--- config.mk ---
export PLATFORM = sky130hd
export DESIGN_NAME = wb_mem_tester
export DESIGN_NICKNAME = d
export VERILOG_FILES = /design/src/rtl/wb_mem_tester_pkg.sv /design/src/rtl/wb_mem_tester_pattern_gen.sv /design/src/rtl/wb_mem_tester.sv
export SDC_FILE = /design/constraint.sdc
export NUM_CORES = 1
export LEC_CHECK = 0
export ABC_AREA = 1
export CAP_MARGIN = 5
export CORE_UTILIZATION = 40
export DETAILED_ROUTE_END_ITERATION = 8
export HOLD_SLACK_MARGIN = 0.15
export PLACE_DENSITY_LB_ADDON = 0.2
export SYNTH_ARGS = -nofsm -noshare
export SYNTH_HDL_FRONTEND = slang
export SYNTH_SLANG_ARGS = --single-unit
export TNS_END_PERCENT = 5
--- constraint.sdc ---
create_clock -name wb_clk_i -period 6.6 [get_ports wb_clk_i]
set_input_delay 0.66 -clock wb_clk_i [delete_from_list [all_inputs] [get_ports wb_clk_i]]
set_output_delay 0.66 -clock wb_clk_i [all_outputs]
set_load 0.02 [all_outputs]
--- src/rtl/wb_mem_tester_pkg.sv ---
`default_nettype none
// ============================================================================
//  Module      : wb_mem_tester_pkg
//  Description : Shared types and constants for the Wishbone memory tester:
//                FSM encoding, cycle-type codes, pattern modes and the LFSR.
//  Revision    : 1.0  initial release
// ============================================================================
package wb_mem_tester_pkg;

  typedef enum logic [2:0] {
    ST_IDLE     = 3'd0,
    ST_WR_BURST = 3'd1,
    ST_WR_GAP   = 3'd2,
    ST_RD_BURST = 3'd3,
    ST_RD_GAP   = 3'd4,
    ST_FIN      = 3'd5
  } state_e;

  localparam logic [2:0] c_CTI_CLASSIC = 3'b000;
  localparam logic [2:0] c_CTI_INCR    = 3'b010;
  localparam logic [2:0] c_CTI_EOB     = 3'b111;

  localparam logic [1:0] c_MODE_ADDR  = 2'd0;
  localparam logic [1:0] c_MODE_LFSR  = 2'd1;
  localparam logic [1:0] c_MODE_WALK  = 2'd2;
  localparam logic [1:0] c_MODE_FIXED = 2'd3;

  // x^32 + x^22 + x^2 + x + 1 in right-shifting Galois form
  localparam logic [31:0] c_LFSR_POLY = 32'h8020_0003;

  function automatic logic [31:0] lfsr_next(input logic [31:0] s);
    return {1'b0, s[31:1]} ^ (s[0] ? c_LFSR_POLY : 32'h0);
  endfunction

endpackage
`default_nettype wire

--- src/rtl/wb_mem_tester_pattern_gen.sv ---
`default_nettype none
// ============================================================================
//  Module      : wb_pattern_gen
//  Description : Test pattern source. Reloaded from seed at the start of each
//                phase, stepped once per accepted beat.
//  Revision    : 1.0  initial release
// ============================================================================
module wb_pattern_gen
  import wb_mem_tester_pkg::*;
#(
  parameter int DW = 32
) (
  input  logic          clk_i,
  input  logic          rst_i,
  input  logic [1:0]    mode_i,
  input  logic [31:0]   seed_i,
  input  logic [DW-1:0] adr_i,
  input  logic          load_i,
  input  logic          step_i,
  output logic [DW-1:0] data_o
);

  localparam int IW = $clog2(DW);

  logic [31:0]   lfsr_q;
  logic [IW-1:0] idx_q;

  // LFSR state and walking-one beat index; load has priority over step
  always_ff @(posedge clk_i) begin
    if (rst_i) begin
      lfsr_q <= 32'h1;
      idx_q  <= '0;
    end else if (load_i) begin
      lfsr_q <= (seed_i == 32'h0) ? 32'h1 : seed_i;
      idx_q  <= '0;
    end else if (step_i) begin
      lfsr_q <= lfsr_next(lfsr_q);
      idx_q  <= idx_q + 1'b1;   // DW is a power of two, so this wraps mod DW
    end
  end

  // Current pattern word for the selected mode
  always_comb begin
    data_o = '0;
    case (mode_i)
      c_MODE_ADDR:  data_o = adr_i;
      c_MODE_LFSR:  data_o = lfsr_q[DW-1:0];
      c_MODE_WALK:  data_o = DW'(1) << idx_q;
      c_MODE_FIXED: data_o = seed_i[DW-1:0];
      default:      data_o = '0;
    endcase
  end

endmodule
`default_nettype wire

--- src/rtl/wb_mem_tester.sv ---
`default_nettype none
// ============================================================================
//  Module      : wb_mem_tester
//  Description : Wishbone B4 registered-feedback master that fills a region
//                with a pattern in incrementing bursts, reads it back and
//                counts mismatches.
//  Revision    : 1.0  initial release
// ============================================================================
module wb_mem_tester
  import wb_mem_tester_pkg::*;
#(
  parameter int AW        = 32,
  parameter int DW        = 32,
  parameter int BURST_LEN = 4,
  parameter int TIMEOUT   = 1024,
  parameter int ERR_W     = 16
) (
  input  logic              wb_clk_i,
  input  logic              wb_rst_i,
  input  logic              start_i,
  input  logic [1:0]        mode_i,
  input  logic [AW-1:0]     base_adr_i,
  input  logic [23:0]       len_i,
  input  logic [31:0]       seed_i,
  output logic              busy_o,
  output logic              done_o,
  output logic              pass_o,
  output logic [ERR_W-1:0]  err_cnt_o,
  output logic [AW-1:0]     first_err_adr_o,
  output logic              bus_err_o,
  output logic              timeout_o,
  output logic [AW-1:0]     wb_adr_o,
  output logic [DW-1:0]     wb_dat_o,
  output logic [DW/8-1:0]   wb_sel_o,
  output logic              wb_we_o,
  output logic              wb_cyc_o,
  output logic              wb_stb_o,
  output logic [2:0]        wb_cti_o,
  output logic [1:0]        wb_bte_o,
  input  logic [DW-1:0]     wb_dat_i,
  input  logic              wb_ack_i,
  input  logic              wb_err_i
);

  localparam int            BW     = $clog2(BURST_LEN + 1);
  localparam int            TW     = $clog2(TIMEOUT + 1);
  localparam logic [AW-1:0] c_STEP = AW'(DW / 8);

  state_e            state_q, state_d;
  logic [1:0]        mode_q;
  logic [AW-1:0]     base_q, adr_q, first_err_adr_q;
  logic [23:0]       len_q, rem_q;
  logic [31:0]       seed_q;
  logic [BW-1:0]     burst_rem_q;
  logic              burst_one_q;
  logic [TW-1:0]     tmo_q;
  logic [ERR_W-1:0]  err_cnt_q;
  logic              bus_err_q, timeout_q, pass_vld_q;

  logic              w_in_burst, w_beat_ok, w_tmo_hit;
  logic [23:0]       w_phase_rem;
  logic [BW-1:0]     w_burst_size;
  logic              w_gen_load, w_gen_step;
  logic [31:0]       w_gen_seed;
  logic [DW-1:0]     w_pat;

  assign w_in_burst = (state_q == ST_WR_BURST) || (state_q == ST_RD_BURST);
  // err beats ack: an errored beat is never counted
  assign w_beat_ok  = wb_ack_i && !wb_err_i;
  assign w_tmo_hit  = !wb_ack_i && !wb_err_i && (tmo_q == TW'(TIMEOUT - 1));

  // Words left for the burst about to be launched (new test, next burst, or read phase)
  always_comb begin
    w_phase_rem = rem_q;
    if (state_q == ST_IDLE)
      w_phase_rem = len_i;
    else if (state_q == ST_WR_GAP && rem_q == 24'd0)
      w_phase_rem = len_q;
  end

  assign w_burst_size = (w_phase_rem >= 24'(BURST_LEN)) ? BW'(BURST_LEN) : BW'(w_phase_rem);

  // Generator restarts at test start and again when the read phase begins
  assign w_gen_load = ((state_q == ST_IDLE) && start_i) ||
                      ((state_q == ST_WR_GAP) && (rem_q == 24'd0));
  assign w_gen_step = w_in_burst && w_beat_ok;
  assign w_gen_seed = (state_q == ST_IDLE) ? seed_i : seed_q;

  wb_pattern_gen #(.DW(DW)) u_gen (
    .clk_i  (wb_clk_i),
    .rst_i  (wb_rst_i),
    .mode_i (mode_q),
    .seed_i (w_gen_seed),
    .adr_i  (adr_q[DW-1:0]),
    .load_i (w_gen_load),
    .step_i (w_gen_step),
    .data_o (w_pat)
  );

  // State register
  always_ff @(posedge wb_clk_i) begin
    if (wb_rst_i) state_q <= ST_IDLE;
    else          state_q <= state_d;
  end

  // Next-state and bus/status outputs decoded from the current state
  always_comb begin
    state_d  = state_q;
    wb_cyc_o = 1'b0;
    wb_stb_o = 1'b0;
    wb_we_o  = 1'b0;
    wb_cti_o = c_CTI_CLASSIC;
    done_o   = 1'b0;
    busy_o   = 1'b0;
    case (state_q)
      ST_IDLE: begin
        if (start_i) state_d = (len_i == 24'd0) ? ST_FIN : ST_WR_BURST;
      end
      ST_WR_BURST, ST_RD_BURST: begin
        busy_o   = 1'b1;
        wb_cyc_o = 1'b1;
        wb_stb_o = 1'b1;
        wb_we_o  = (state_q == ST_WR_BURST);
        if (burst_one_q)                  wb_cti_o = c_CTI_CLASSIC;
        else if (burst_rem_q == BW'(1))   wb_cti_o = c_CTI_EOB;
        else                              wb_cti_o = c_CTI_INCR;
        if (wb_err_i)
          state_d = ST_FIN;
        else if (wb_ack_i && burst_rem_q == BW'(1))
          state_d = (state_q == ST_WR_BURST) ? ST_WR_GAP : ST_RD_GAP;
        else if (w_tmo_hit)
          state_d = ST_FIN;
      end
      ST_WR_GAP: begin
        busy_o  = 1'b1;
        state_d = (rem_q != 24'd0) ? ST_WR_BURST : ST_RD_BURST;
      end
      ST_RD_GAP: begin
        busy_o  = 1'b1;
        state_d = (rem_q != 24'd0) ? ST_RD_BURST : ST_FIN;
      end
      ST_FIN: begin
        done_o  = 1'b1;
        state_d = ST_IDLE;
      end
      default: state_d = ST_IDLE;
    endcase
  end

  // Datapath: address, counters, compare results and sticky status
  always_ff @(posedge wb_clk_i) begin
    if (wb_rst_i) begin
      mode_q          <= 2'd0;
      base_q          <= '0;
      adr_q           <= '0;
      len_q           <= 24'd0;
      rem_q           <= 24'd0;
      seed_q          <= 32'd0;
      burst_rem_q     <= '0;
      burst_one_q     <= 1'b0;
      tmo_q           <= '0;
      err_cnt_q       <= '0;
      first_err_adr_q <= '0;
      bus_err_q       <= 1'b0;
      timeout_q       <= 1'b0;
      pass_vld_q      <= 1'b0;
    end else begin
      case (state_q)
        ST_IDLE: begin
          if (start_i) begin
            mode_q          <= mode_i;
            base_q          <= base_adr_i;
            adr_q           <= base_adr_i;
            len_q           <= len_i;
            rem_q           <= len_i;
            seed_q          <= seed_i;
            burst_rem_q     <= w_burst_size;
            burst_one_q     <= (w_burst_size == BW'(1));
            tmo_q           <= '0;
            err_cnt_q       <= '0;
            first_err_adr_q <= '0;
            bus_err_q       <= 1'b0;
            timeout_q       <= 1'b0;
            pass_vld_q      <= 1'b0;
          end
        end
        ST_WR_BURST, ST_RD_BURST: begin
          if (wb_err_i) begin
            bus_err_q <= 1'b1;
          end else if (wb_ack_i) begin
            adr_q       <= adr_q + c_STEP;
            rem_q       <= rem_q - 1'b1;
            burst_rem_q <= burst_rem_q - 1'b1;
            tmo_q       <= '0;
            if (state_q == ST_RD_BURST && wb_dat_i != w_pat) begin
              if (err_cnt_q != '1)  err_cnt_q <= err_cnt_q + 1'b1;
              if (err_cnt_q == '0)  first_err_adr_q <= adr_q;
            end
          end else if (w_tmo_hit) begin
            timeout_q <= 1'b1;
          end else begin
            tmo_q <= tmo_q + 1'b1;
          end
        end
        ST_WR_GAP: begin
          tmo_q       <= '0;
          burst_rem_q <= w_burst_size;
          burst_one_q <= (w_burst_size == BW'(1));
          if (rem_q == 24'd0) begin
            adr_q <= base_q;
            rem_q <= len_q;
          end
        end
        ST_RD_GAP: begin
          tmo_q       <= '0;
          burst_rem_q <= w_burst_size;
          burst_one_q <= (w_burst_size == BW'(1));
        end
        ST_FIN: begin
          pass_vld_q <= 1'b1;
        end
        default: ;
      endcase
    end
  end

  assign pass_o          = (pass_vld_q || state_q == ST_FIN) && (err_cnt_q == '0) &&
                           !bus_err_q && !timeout_q;
  assign err_cnt_o       = err_cnt_q;
  assign first_err_adr_o = first_err_adr_q;
  assign bus_err_o       = bus_err_q;
  assign timeout_o       = timeout_q;
  assign wb_adr_o        = adr_q;
  assign wb_dat_o        = (state_q == ST_WR_BURST) ? w_pat : '0;
  assign wb_sel_o        = '1;
  assign wb_bte_o        = 2'b00;

endmodule
`default_nettype wire
* Word-level counts from Yosys, hierarchy flattened
Cells that the tools add are included.
Word-level totals: register bits after elaboration 252, bits of input ports 127, word-level logic and storage cells 164
Operators by class: add/sub/neg operators 6, $lt $le $gt $ge 1, eq/ne operators 25, shift operators 1, multiplexer cells 67, bitwise operators 1, reductions and logical operators 46
Operators by type and width (count):
- $mux W32 | 15
- $mux W24 | 6
- $pmux W32 S4 | 1
- $pmux W32 S3 | 1
- $mux W16 | 5
- $pmux W24 S3 | 1
- $pmux W32 S2 | 1
- $logic_not A24 Y1 | 2
- $mux W11 | 4
- $mux W3 | 14
- $pmux W11 S3 | 1
- $add A32 B3 Y32 const B | 1
- $logic_not A32 Y1 | 1
- $ne A32 B32 Y1 | 1
- $pmux W16 S2 | 1
- $shl A1 B5 Y32 const A | 1
- $xor A31 B32 Y32 | 1
- $ge A24 B3 Y1 const B | 1
- $reduce_bool A24 Y1 | 1
- $sub A24 B1 Y24 const B | 1
- $ne A2 B2 Y1 const B | 9
- $add A16 B1 Y16 const B | 1
- $logic_not A16 Y1 | 1
- $ne A16 B16 Y1 const B | 1
- 31 further kinds | 75

* Logic depth before layout (Yosys ltp)
Gate-level depths: netlist of run 1.
depth after elaboration 9, depth in mapped cells 21, gate-level depth less buffers 19

* By module
Synthesis of run 1 repeated with hierarchy kept, for this count alone.
Second synthesis, totals: cells, all modules 2439, area total of the unflattened synthesis 15058.2 µm²
By module, submodules not included:
- wb_mem_tester | times used 1, cells an instance 1985, area an instance 12351.8 µm², seq. area each 4304.1 µm²
- wb_pattern_gen | times used 1, cells an instance 454, area an instance 2706.3 µm², seq. area each 740.7 µm²

* Worst setup path before layout of run 1
Ideal clock, no wire load.
kind register -> output, from register state_q[0], to output wb_dat_o[10], arrival time 2.347 ns, required time 5.940 ns, slack 3.593 ns, cell stages (with the launch flop) 7, buffers on the path 2, path through dfxtp_1 > inv_2 > nor3_1 > clkinv_1 > clkbuf_1 > buf_1 > nor2_1
Between the ends: cells in the longest elaborated chain, start to end 4, elaborated cells between the ends (all ways) 5, those cells by class eq/ne: 1; mux: 3; reduce/logical: 1
RTL lines:
- from (decl) | RTL line wb_mem_tester.sv:49 | state_e state_q, state_d;
- from (signal assigned) | RTL line wb_mem_tester.sv:103 | else state_q <= state_d;
- $logic_not A3 Y1 | RTL line wb_mem_tester.sv:87 | assign w_gen_seed = (state_q == ST_IDLE) ? seed_i : seed_q;
- $mux W32 | RTL line wb_mem_tester.sv:87
- $pmux W32 S4 | RTL line wb_mem_tester_pattern_gen.sv:45 | case (mode_i)
- $mux W32 (*) | RTL line wb_mem_tester.sv:234 | assign wb_dat_o = (state_q == ST_WR_BURST) ? w_pat : '0;
- to (decl) | RTL line wb_mem_tester.sv:33 | output logic [DW-1:0] wb_dat_o,
Every way passes the cells marked *; elsewhere a longest branch is shown, timed or not.

* Worst setup path after layout of run 1
from register state_q[2], to register rem_q[23]
Between the ends: cells in the longest elaborated chain, start to end 4, elaborated cells between the ends (all ways) 12, those cells by class eq/ne: 7; mux: 1; reduce/logical: 4
RTL lines:
- $eq A3 B1 Y1 or $eq A3 B2 Y1 (tied branches) | RTL line wb_mem_tester.sv:168 | case (state_q)
- $reduce_or A2 Y1 | RTL line wb_mem_tester.sv:168
- $ne A2 B2 Y1 (no source line) or $reduce_bool A3 Y1 (tied branches)
- $reduce_and A5 Y1 (no source line)
- to (signal assigned) | RTL line wb_mem_tester.sv:175 | rem_q <= len_i;
- to (signal assigned) | RTL line wb_mem_tester.sv:192 | rem_q <= rem_q - 1'b1;
- to (signal assigned) | RTL line wb_mem_tester.sv:211 | rem_q <= len_q;
- to (decl) | RTL line wb_mem_tester.sv:52 | logic [23:0] len_q, rem_q;
Parallel ways exist; a longest one is shown, timed or not. A chain may end at the register's enable or synchronous reset.

==> flow_metrics.tcl, run 1 <==
set metrics [dict create \
    outcome "complete, no violations" \
    dp_hpwl_um 44100 \
    n_antenna_cell 0 \
    postSynth.asyncResetShare 0 \
    cpLargestDelayFamily "buffers and inverters" \
    place.port_buffers 249 \
    final-hold-violation-count 0 \
    fillers 3748 \
    layout_worst_path_cycle_share 0.678 \
    start_kind "register" \
    synthToLayoutAreaGrowth_pct 24.3 \
    power_frac_clock 0.319 \
    syn-mean-instance-area_sq_um 6.29 \
    yosys.cell_count.top_type "nand2_1" \
    min_from "base_q[3]$_SDFFE_PP0P_" \
    end_kind "register" \
    route.detailed.drc 0 \
    setup_ws_ns 2.12 \
    synth_cell_types 51 \
    die_height_um 196 \
    final_antenna_net_count 0 \
    p_sw_frac 0.380 \
    power_frac_comb 0.334 \
    slew_headroom 0.239 \
    fin_nets 2703 \
    cp.required_ns 7.09 \
    grt_use_total 0.297 \
    ys_seq_area_frac 0.334 \
    leakage_uw 0.00788 \
    worst_pin_slew_ns 1.14 \
    vias 16979 \
    p_int_uw 3380 \
    synthCells 2405 \
    start_util 0.410 \
    ir_worst_vdd_uv 225 \
    grt_pass1_vias 15490 \
    overflow 0 \
    rrSetupSlack_ns 2.12 \
    drtIter0Drc 1677 \
    crit_type "reg -> reg" \
    rsz0062_at_grt "false" \
    finalWirelength_um 59400 \
    rr_endpoint "rem_q[23]$_SDFFE_PP0P_" \
    finalSetupViolCount 0 \
    holdPathStages 2 \
    drive_gt1_frac 0.0472 \
    place_ws_ns 2.23 \
    hp-class "reg -> reg" \
    cts_resized 0 \
    cts_buffers 29 \
    synthFlopType "dfxtp_1" \
    crit_arrival_ns 4.97 \
    maxCapViolations 0 \
    cts_tree "built" \
    path_buf_inv 5 \
    ctsHoldBuffers 0 \
    core-area_sq_mm 0.0369 \
    powerDensity_mw_per_mm2 291 \
    routabilityCongestion 0.988 \
    drtPass1Iterations 7 \
    cpPeakStageDelay_ns 0.83 \
    grt_max_degree 96 \
    wl_per_cell_um 19.2 \
    clockRootBuffer "clkbuf_16" \
    crit_slowest_cell "inv_2" \
    yosysTopAreaCellShare 0.334 \
    antenna_found_initial 1 \
    p_seq_frac 0.347 \
    ys_warn_count 0 \
    synth_edf_count 0 \
    rows 70 \
    finalSetupTns_ns 0 \
    finalMaxSlewViolations 0 \
    clock_skew_ns 0.00949 \
    via_per_inst 5.50 \
    worstHoldEndpoint "base_q[3]$_SDFFE_PP0P_" \
    fin_crit_ns 4.48 \
    p_switching_uw 2080 \
    synth_common_cells "nand2_1, nor2_1, inv_1" \
    ios 256 \
    fmax_ghz 0.223 \
    synth.area.top_cells "dfxtp_1, nand2_1, nor2_1" \
    syn_area_sq_mm 0.0151 \
    htree_levels 1 \
    yosysTopAreaCell "dfxtp_1" \
    total_power_uw 5460 \
    cts_buffer_depth 3 \
    crit_fanout 75 \
    clk_latency_ns 0.57 \
    postCtsSetupBuffers 0 \
    synth-seq-cells 252 \
    r2r_cells 13 \
    r2r_start "state_q[2]$_SDFFE_PP0P_" \
    path_cells "inv_2 > nand2_1 > nor2_4 > buf_4 > nand2_1 > nor2_2 > nor2_2 > inv_2 > nor2_2 > inv_2 > buf_4 > o21ai_0 > a41oi_1" \
    grt_pass1_wl_um 89700 \
    dieArea_sq_mm 0.0386 \
    die_w_um 196 \
    cts.reportedPaths.clkPinSlew_ns 0.06 \
    numClockSinks 252 \
]
-- cell type report --
type                       instances  area (sq um)  share of cell area
multi-input combinational       1699          8280               0.441
sequential                       252          5040               0.268
timing repair buffer             266          2620               0.139
inverter                         314          1180              0.0629
clock buffer                      39           823              0.0438
tap                              504           631              0.0336
clock inverter                    15           205              0.0109
-- worst max-delay path by stage --
| stage | startpoint | slack (ns) | to | cells past startpoint |
|---|---|---|---|---|
| floorplan | state_q[0]$_SDFFE_PP0P_ | 3.59 | wb_dat_o[10] | 6 |
| global placement | state_q[2]$_SDFFE_PP0P_ | 2.39 | rem_q[23]$_SDFFE_PP0P_ | 13 |
| detailed placement | state_q[0]$_SDFFE_PP0P_ | 2.23 | rem_q[23]$_SDFFE_PP0P_ | 11 |
| CTS | state_q[0]$_SDFFE_PP0P_ | 2.21 | wb_dat_o[7] | 10 |
| global route | state_q[2]$_SDFFE_PP0P_ | 1.85 | rem_q[21]$_SDFFE_PP0P_ | 13 |
| finish | state_q[2]$_SDFFE_PP0P_ | 2.12 | rem_q[23]$_SDFFE_PP0P_ | 13 |
-- stage by stage --
stage | utilization | instances | hold WS (ns) | area, sq um
2_1_floorplan | - | 2409 | 0.425 | 15100
3_5_place_dp | 0.482 | 3035 | 0.444 | 17800
5_1_grt | 0.510 | 3089 | 0.477 | 18800
3_3_place_gp | 0.482 | 3035 | 0.435 | 17800
6_report | 0.510 | 3089 | 0.455 | 18800
4_1_cts | 0.510 | 3089 | 0.453 | 18800
-- power groups by stage --
stage	combinational (uW)	sequential [uW]	clock, uW
finish	1820	1890	1740
global route	1990	1910	1820
CTS	1790	1890	1760
detailed placement	1790	1920	0
global placement	1770	1920	0
floorplan	1080	1940	0
-- routing by layer --
| layer | routed length, um | GRT usage | vias up |
|---|---|---|---|
| met5 | 0 | 0 | - |
| li1 | - | - | 8199 |
| met4 | 1990 | 0.0972 | 0 |
| met3 | 5850 | 0.0597 | 107 |
| met2 | 25800 | 0.461 | 855 |
| met1 | 25800 | 0.412 | 7818 |
-- cell usage in the layout, fill, tap and decap left out, types with 28 or more instances in the layout --
cell type,n
dfxtp_1,252
clkbuf_16,29
nand3_1,130
a211oi_1,28
a221oi_1,29
nor2_1,360
nand2_1,497
clkdlybuf4s50_1,249
inv_1,284
a22oi_1,29
nor3_1,45
nand4_1,60
a21oi_1,126
o21ai_0,204
-- worst min-delay path, stage by stage (launching register included) --
cell and delay (ns):
dfxtp_1 0.30, inv_1 0.05, a21oi_1 0.06
-- state kept, by name, indices dropped and copies added (netlist names) --
register,flops
base_q,32
burst_one_q,1
burst_rem_q,3
bus_err_o,1
err_cnt_o,16
first_err_adr_o,32
len_q,24
mode_q,2
pass_vld_q,1
rem_q,24
seed_q,32
state_q,3
timeout_o,1
tmo_q,11
u_gen.idx_q,5
u_gen.lfsr_q,32
wb_adr_o,32
-- logic make-up (layout without fill, tap and decap cells) --
family          count (synthesis)  count (layout)  share of synthesized area
simple gates                 1168            1168                      0.333
compound gates                493             493                      0.190
fa+ha+maj                      14              14                     0.0116
xor+xnor                       18              18                     0.0104
flops                         252             252                      0.334
buf+inv                       458             634                      0.121
other cells                     2               6                   0.000497
No activity file was read; power rests on OpenSTA's default activity.
==> run 2, diff against run 1 <==
==> constraint.sdc (replaced) <==
create_clock -name wb_clk_i -period 3.9 [get_ports wb_clk_i]
set_input_delay 0.39 -clock wb_clk_i [delete_from_list [all_inputs] [get_ports wb_clk_i]]
set_output_delay 0.39 -clock wb_clk_i [all_outputs]
set_load 0.02 [all_outputs]
==> run 2 against run 1 <==
Count of clock-buffer cells in the layout unchanged. Worst setup slack got worse by 1.9 ns. Sequential cell count unchanged. Die area unchanged. Total power increased by 71%. Sequential power increased by 69%. Combinational power increased by 73%. Critical endpoint is now wb_dat_o[14]. Largest power group unchanged.
==> flow_metrics.tcl, run 2 (same netlist as run 1, synthesis figures left out) <==
set metrics [dict create \
    outcome "complete, no violations" \
    numClockSinks 252 \
    drtIter0Drc 1633 \
    worst_pin_slew_ns 0.975 \
    finalSetupViolCount 0 \
    fillers 3754 \
    p_seq_frac 0.343 \
    finalSetupTns_ns 0 \
    p_int_uw 5820 \
    grt_use_total 0.301 \
    hp-class "in -> reg" \
    end_kind "primary output" \
    multiInputGateArea_sq_mm 0.00829 \
    cts_buffer_depth 3 \
    final_cell_mix "nand2_1, nor2_1, inv_1" \
    cts_buffers 29 \
    cts_tree "built" \
    wl_per_cell_um 19.3 \
    vias 17108 \
    layout_worst_path_cycle_share 0.936 \
    clk_latency_ns 0.57 \
    drive_gt1_frac 0.0523 \
    core-area_sq_mm 0.0369 \
    finalWirelength_um 59900 \
    cp.required_ns 3.51 \
    clockRootBuffer "clkbuf_16" \
    dp_hpwl_um 44700 \
    crit_type "reg -> out" \
    final_core_util 0.514 \
    maxCapViolations 0 \
    htree_levels 1 \
    rsz0062_at_grt "false" \
    cpPeakStageDelay_ns 0.65 \
    die_w_um 196 \
    worstSetupPathDepth 9 \
    place.port_buffers 249 \
    start_kind "register" \
    total_power_uw 9350 \
    dieArea_sq_mm 0.0386 \
    holdWs_ns 0.380 \
    crit_arrival_ns 3.26 \
    ir_worst_vdd_uv 336 \
    crit_top_cell "nand2_1" \
    finalMaxSlewViolations 0 \
    final_antenna_net_count 0 \
    synthToLayoutAreaGrowth_pct 25.4 \
    drtPass1Iterations 6 \
    rows 70 \
    fmax_ghz 0.274 \
    grt_max_degree 91 \
    path_cells "inv_4 > nand2_8 > buf_4 > o21ai_1 > nand2_1 > nand2_1 > nand2_1 > nor2_1 > clkdlybuf4s50_1" \
    grt_pass1_vias 15470 \
    final_common_cell "nand2_1" \
    r2r_cells 16 \
    path_buf_inv 3 \
    p_sw_frac 0.378 \
    routabilityCongestion 1.06 \
    crit_fanout 29 \
    clock_skew_ns 0.00733 \
    start_util 0.410 \
    cts.reportedPaths.clkPinSlew_ns 0.06 \
    route.detailed.drc 0 \
    ctsHoldBuffers 0 \
    powerDensity_mw_per_mm2 493 \
    p_switching_uw 3530 \
    grt_pass1_wl_um 90800 \
    ios 256 \
    power_frac_comb 0.336 \
    overflow 0 \
    fin_crit_ns 3.65 \
    slew_headroom 0.350 \
    cts_resized 0 \
    antenna_found_initial 2 \
    final-hold-violation-count 0 \
    cpLargestDelayFamily "buffers and inverters" \
    seq_area_sq_mm 0.00504 \
    holdPathStages 3 \
    fin_nets 2717 \
    via_per_inst 5.51 \
    postCtsSetupBuffers 0 \
    leakage_uw 0.00797 \
    die_height_um 196 \
    power_frac_clock 0.321 \
    crit_slowest_cell "clkdlybuf4s50_1" \
]
-- run 2: layout make-up --
| type | count | share of cell area |
|---|---|---|
| diodes | 1 | 0.000132 |
| clock buffers | 39 | 0.0434 |
| clock inverters | 15 | 0.0119 |
| inverters | 314 | 0.0624 |
| multi-input cells | 1699 | 0.437 |
| flip-flops and latches | 252 | 0.266 |
| well taps | 504 | 0.0332 |
| repair buffers | 280 | 0.146 |
-- run 2: final timing paths --
| check | slack [ns] | to | startpoint |
|---|---|---|---|
| max reg2reg | 0.64 | first_err_adr_o[19]$_SDFFE_PP0P_ | state_q[2]$_SDFFE_PP0P_ |
| min | 0.38 | seed_q[1]$_SDFFE_PP0P_ | seed_i[1] |
| max | 0.25 | wb_dat_o[14] | state_q[2]$_SDFFE_PP0P_ |
| min reg2reg | 0.45 | base_q[2]$_SDFFE_PP0P_ | base_q[2]$_SDFFE_PP0P_ |
-- run 2: worst reg2reg max path, stage by stage (launching register included) --
cell and delay, ns:
dfxtp_1 0.38, inv_4 0.27, nand2_8 0.20, buf_4 0.26, o21ai_1 0.49, nand2_1 0.12
nand2_1 0.12, nand2_1 0.11, xnor2_1 0.14, nor2_1 0.12, nand2_1 0.07, nor2_1 0.19
nand2_4 0.10, nand3_4 0.34, nand2_1 0.14, inv_2 0.07, nor2_1 0.04
-- run 2: power by group through the flow --
stage	Clock, uW	Sequential [uW]	Combinational, uW
floorplan	0	3280	1820
global placement	0	3240	3060
detailed placement	0	3250	3080
CTS	3030	3190	3090
global route	3140	3240	3420
finish	3000	3200	3140
-- run 2: layer usage --
layer / track usage / share of wire / routed length (um)
met3: 0.0493 / 0.10 / 6180
met4: 0.0822 / 0.026 / 1540
met5: 0 / 0.00020 / 12
met2: 0.477 / 0.44 / 26600
met1: 0.420 / 0.43 / 25600
-- run 2: per-stage QoR --
stage	instances	setup slack (ns)	cell area, sq um
global route	3103	0.122	19000
detailed placement	3049	0.483	17900
global placement	3049	0.523	17900
finish	3104	0.251	19000
floorplan	2409	1.16	15100
CTS	3103	0.0478	19000
==> run 3, diff against run 2 <==
--- a/config.mk
+++ b/config.mk
@@ -5,12 +5,12 @@
 export SDC_FILE = /design/constraint.sdc
 export NUM_CORES = 1
 export LEC_CHECK = 0
-export ABC_AREA = 1
 export CAP_MARGIN = 5
 export CORE_UTILIZATION = 40
 export DETAILED_ROUTE_END_ITERATION = 8
 export HOLD_SLACK_MARGIN = 0.15
 export PLACE_DENSITY_LB_ADDON = 0.2
+export SLEW_MARGIN = 10
 export SYNTH_ARGS = -nofsm -noshare
 export SYNTH_HDL_FRONTEND = slang
 export SYNTH_SLANG_ARGS = --single-unit
==> run 3 against run 2 <==
Cell count fell by 8.9%. Critical endpoint is now wb_cyc_o. Combinational power fell by 32%. Utilization rose by 1.6 points. Sequential cell count did not move. Total power fell by 15%. Wire length rose by 15%. Via count rose by 3.0%. Sequential share of layout area fell by 0.80 points. Worst setup slack got worse by 0.18 ns.
==> flow_metrics.tcl, run 3 <==
set metrics [dict create \
    htree_levels 1 \
    yosysTopAreaCell "dfxtp_1" \
    synth_common_cells "nand2_1, dfxtp_1, a21oi_1" \
    finalMaxSlewViolations 0 \
    fin_crit_ns 3.83 \
    outcome "complete, no violations" \
    syn_area_sq_mm 0.0151 \
    yosysTopAreaCellShare 0.334 \
    fmax_ghz 0.261 \
    layout_worst_path_cycle_share 0.981 \
    cts_tree "built" \
    end_kind "primary output" \
    powerDensity_mw_per_mm2 406 \
    cts.reportedPaths.clkPinSlew_ns 0.06 \
    ys_seq_area_frac 0.334 \
    rsz0062_at_grt "false" \
    leakage_uw 0.00706 \
    slew_headroom 0.216 \
    core-area_sq_mm 0.0369 \
    rows 70 \
    clk_latency_ns 0.57 \
    muxShareOfSynthArea 0.0259 \
    finalSetupTns_ns 0 \
    synth_fa_ha_area_frac 0.0116 \
    wl_per_cell_um 24.3 \
    yosys.cell_count.top_type "nand2_1" \
    final_cells 2827 \
    postSynth.asyncResetShare 0 \
    holdWs_ns 0.311 \
    synth.area.top_cells "dfxtp_1, a21oi_1, nand2_1" \
    hp-class "in -> reg" \
    final-hold-violation-count 0 \
    final_cell_mix "nand2_1, dfxtp_1, clkdlybuf4s50_1" \
    place.port_buffers 249 \
    dp_hpwl_um 49800 \
    crit_type "reg -> out" \
    drtIter0Drc 2046 \
    dieArea_sq_mm 0.0386 \
    final_core_util 0.531 \
    grt_use_total 0.346 \
    die_height_um 196 \
    finalSetupViolCount 0 \
    finalWirelength_um 68700 \
    synthSimpleGateAreaFrac 0.273 \
    synth_top_family_by_area "compound AO/OA/AOI/OAI gates" \
    antenna_found_initial 1 \
    synthToLayoutAreaGrowth_pct 29.5 \
    routabilityCongestion 1.09 \
    final_antenna_net_count 0 \
    worst_pin_slew_ns 1.18 \
    ys_warn_count 0 \
    clock_skew_ns 0.0155 \
    vias 17625 \
    ios 256 \
    cp.required_ns 3.51 \
    overflow 0 \
    drtPass1Iterations 8 \
    die_w_um 196 \
    synth-seq-cells 252 \
    grt_pass1_vias 16252 \
    via_per_inst 6.23 \
    cts_buffers 30 \
    drive_gt1_frac 0.0982 \
    syn-mean-instance-area_sq_um 7.29 \
    numClockSinks 252 \
    synthFlopType "dfxtp_1" \
    crit_arrival_ns 3.44 \
    clockRootBuffer "clkbuf_16" \
    cts_buffer_depth 3 \
    synthCells 2073 \
    synth-xor-area-share 0.0122 \
    postCtsSetupBuffers 0 \
    grt_pass1_wl_um 103000 \
    crit_fanout 37 \
    start_kind "register" \
    start_util 0.410 \
    maxCapViolations 0 \
    final_common_cell "nand2_1" \
    ir_worst_vdd_uv 330 \
    synth_compound_area_frac 0.281 \
    dp_cells 2772 \
    synth_cell_types 87 \
    grt_max_degree 95 \
    route.detailed.drc 0 \
    fin_nets 2441 \
    synth_edf_count 0 \
]
[run 3: layout make-up]
class	instances	area, sq um
clock inverter	9	78.8
antenna	2	5.00
tap	504	631
clock buffer	44	925
fill	3558	17300
timing repair buffer	375	3540
sequential	252	5050
multi-input combinational	1603	9190
inverter	38	146
[run 3: power by group]
| part | internal, uW | switching, uW | leakage, uW |
|---|---|---|---|
| sequential | 2750 | 222 | 0.00206 |
| combinational | 818 | 1320 | 0.00450 |
| clock | 1690 | 1140 | 0.000501 |
[run 3: worst paths after layout]
check,endpoint,cells after the start,slack [ns],start
hold reg to reg,seed_q[9]$_SDFFE_PP0P_,2,0.45,seed_q[9]$_SDFFE_PP0P_
setup / recovery,wb_cyc_o,7,0.07,state_q[2]$_SDFFE_PP0P_
hold / removal,seed_q[2]$_SDFFE_PP0P_,2,0.31,wb_rst_i
setup reg to reg,first_err_adr_o[8]$_SDFFE_PP0P_,14,0.19,u_gen.idx_q[0]$_SDFFE_PP0P_
[run 3: critical path: stages, from the launching register on]
cell	delay (ns)
dfxtp_1	0.39
buf_4	0.32
clkinvlp_4	0.39
nand2_2	0.19
buf_4	0.30
inv_2	0.25
buf_4	0.36
clkdlybuf4s50_1	0.63
[run 3: routing by layer]
metal	part of all wire	global-route usage	vias to the layer above
met1	0.43	0.474	8433
met4	0.049	0.169	0
met2	0.44	0.534	978
met3	0.082	0.0488	151
met5	0	0	-
li1	-	-	8063
[run 3: logic make-up after synthesis]
group                      count (synthesis)
buffers and inverters                    222
and+or+nand+nor                          862
muxes                                     39
DFF                                      252
adders and majority gates                 14
AOI/OAI and AO/OA                        661
xor gates and xnor gates                  21
other                                      2
[run 3: per-stage QoR]
stage | setup slack, ns | area (sq um) | total power (uW)
finish | 0.0741 | 19600 | 7950
detailed placement | 0.214 | 18500 | 5110
global route | 0.00653 | 19600 | 8250
CTS | 0.0399 | 19500 | 7930
floorplan | 0.944 | 15100 | 4140
global placement | 0.214 | 18500 | 5090
[run 3: what timing repair did]
item	CTS	global route
pin swaps	0	0
endpoints found under the hold margin	0	0
resized for setup	1	3
setup endpoints to repair	1	13
hold buffers	0	0
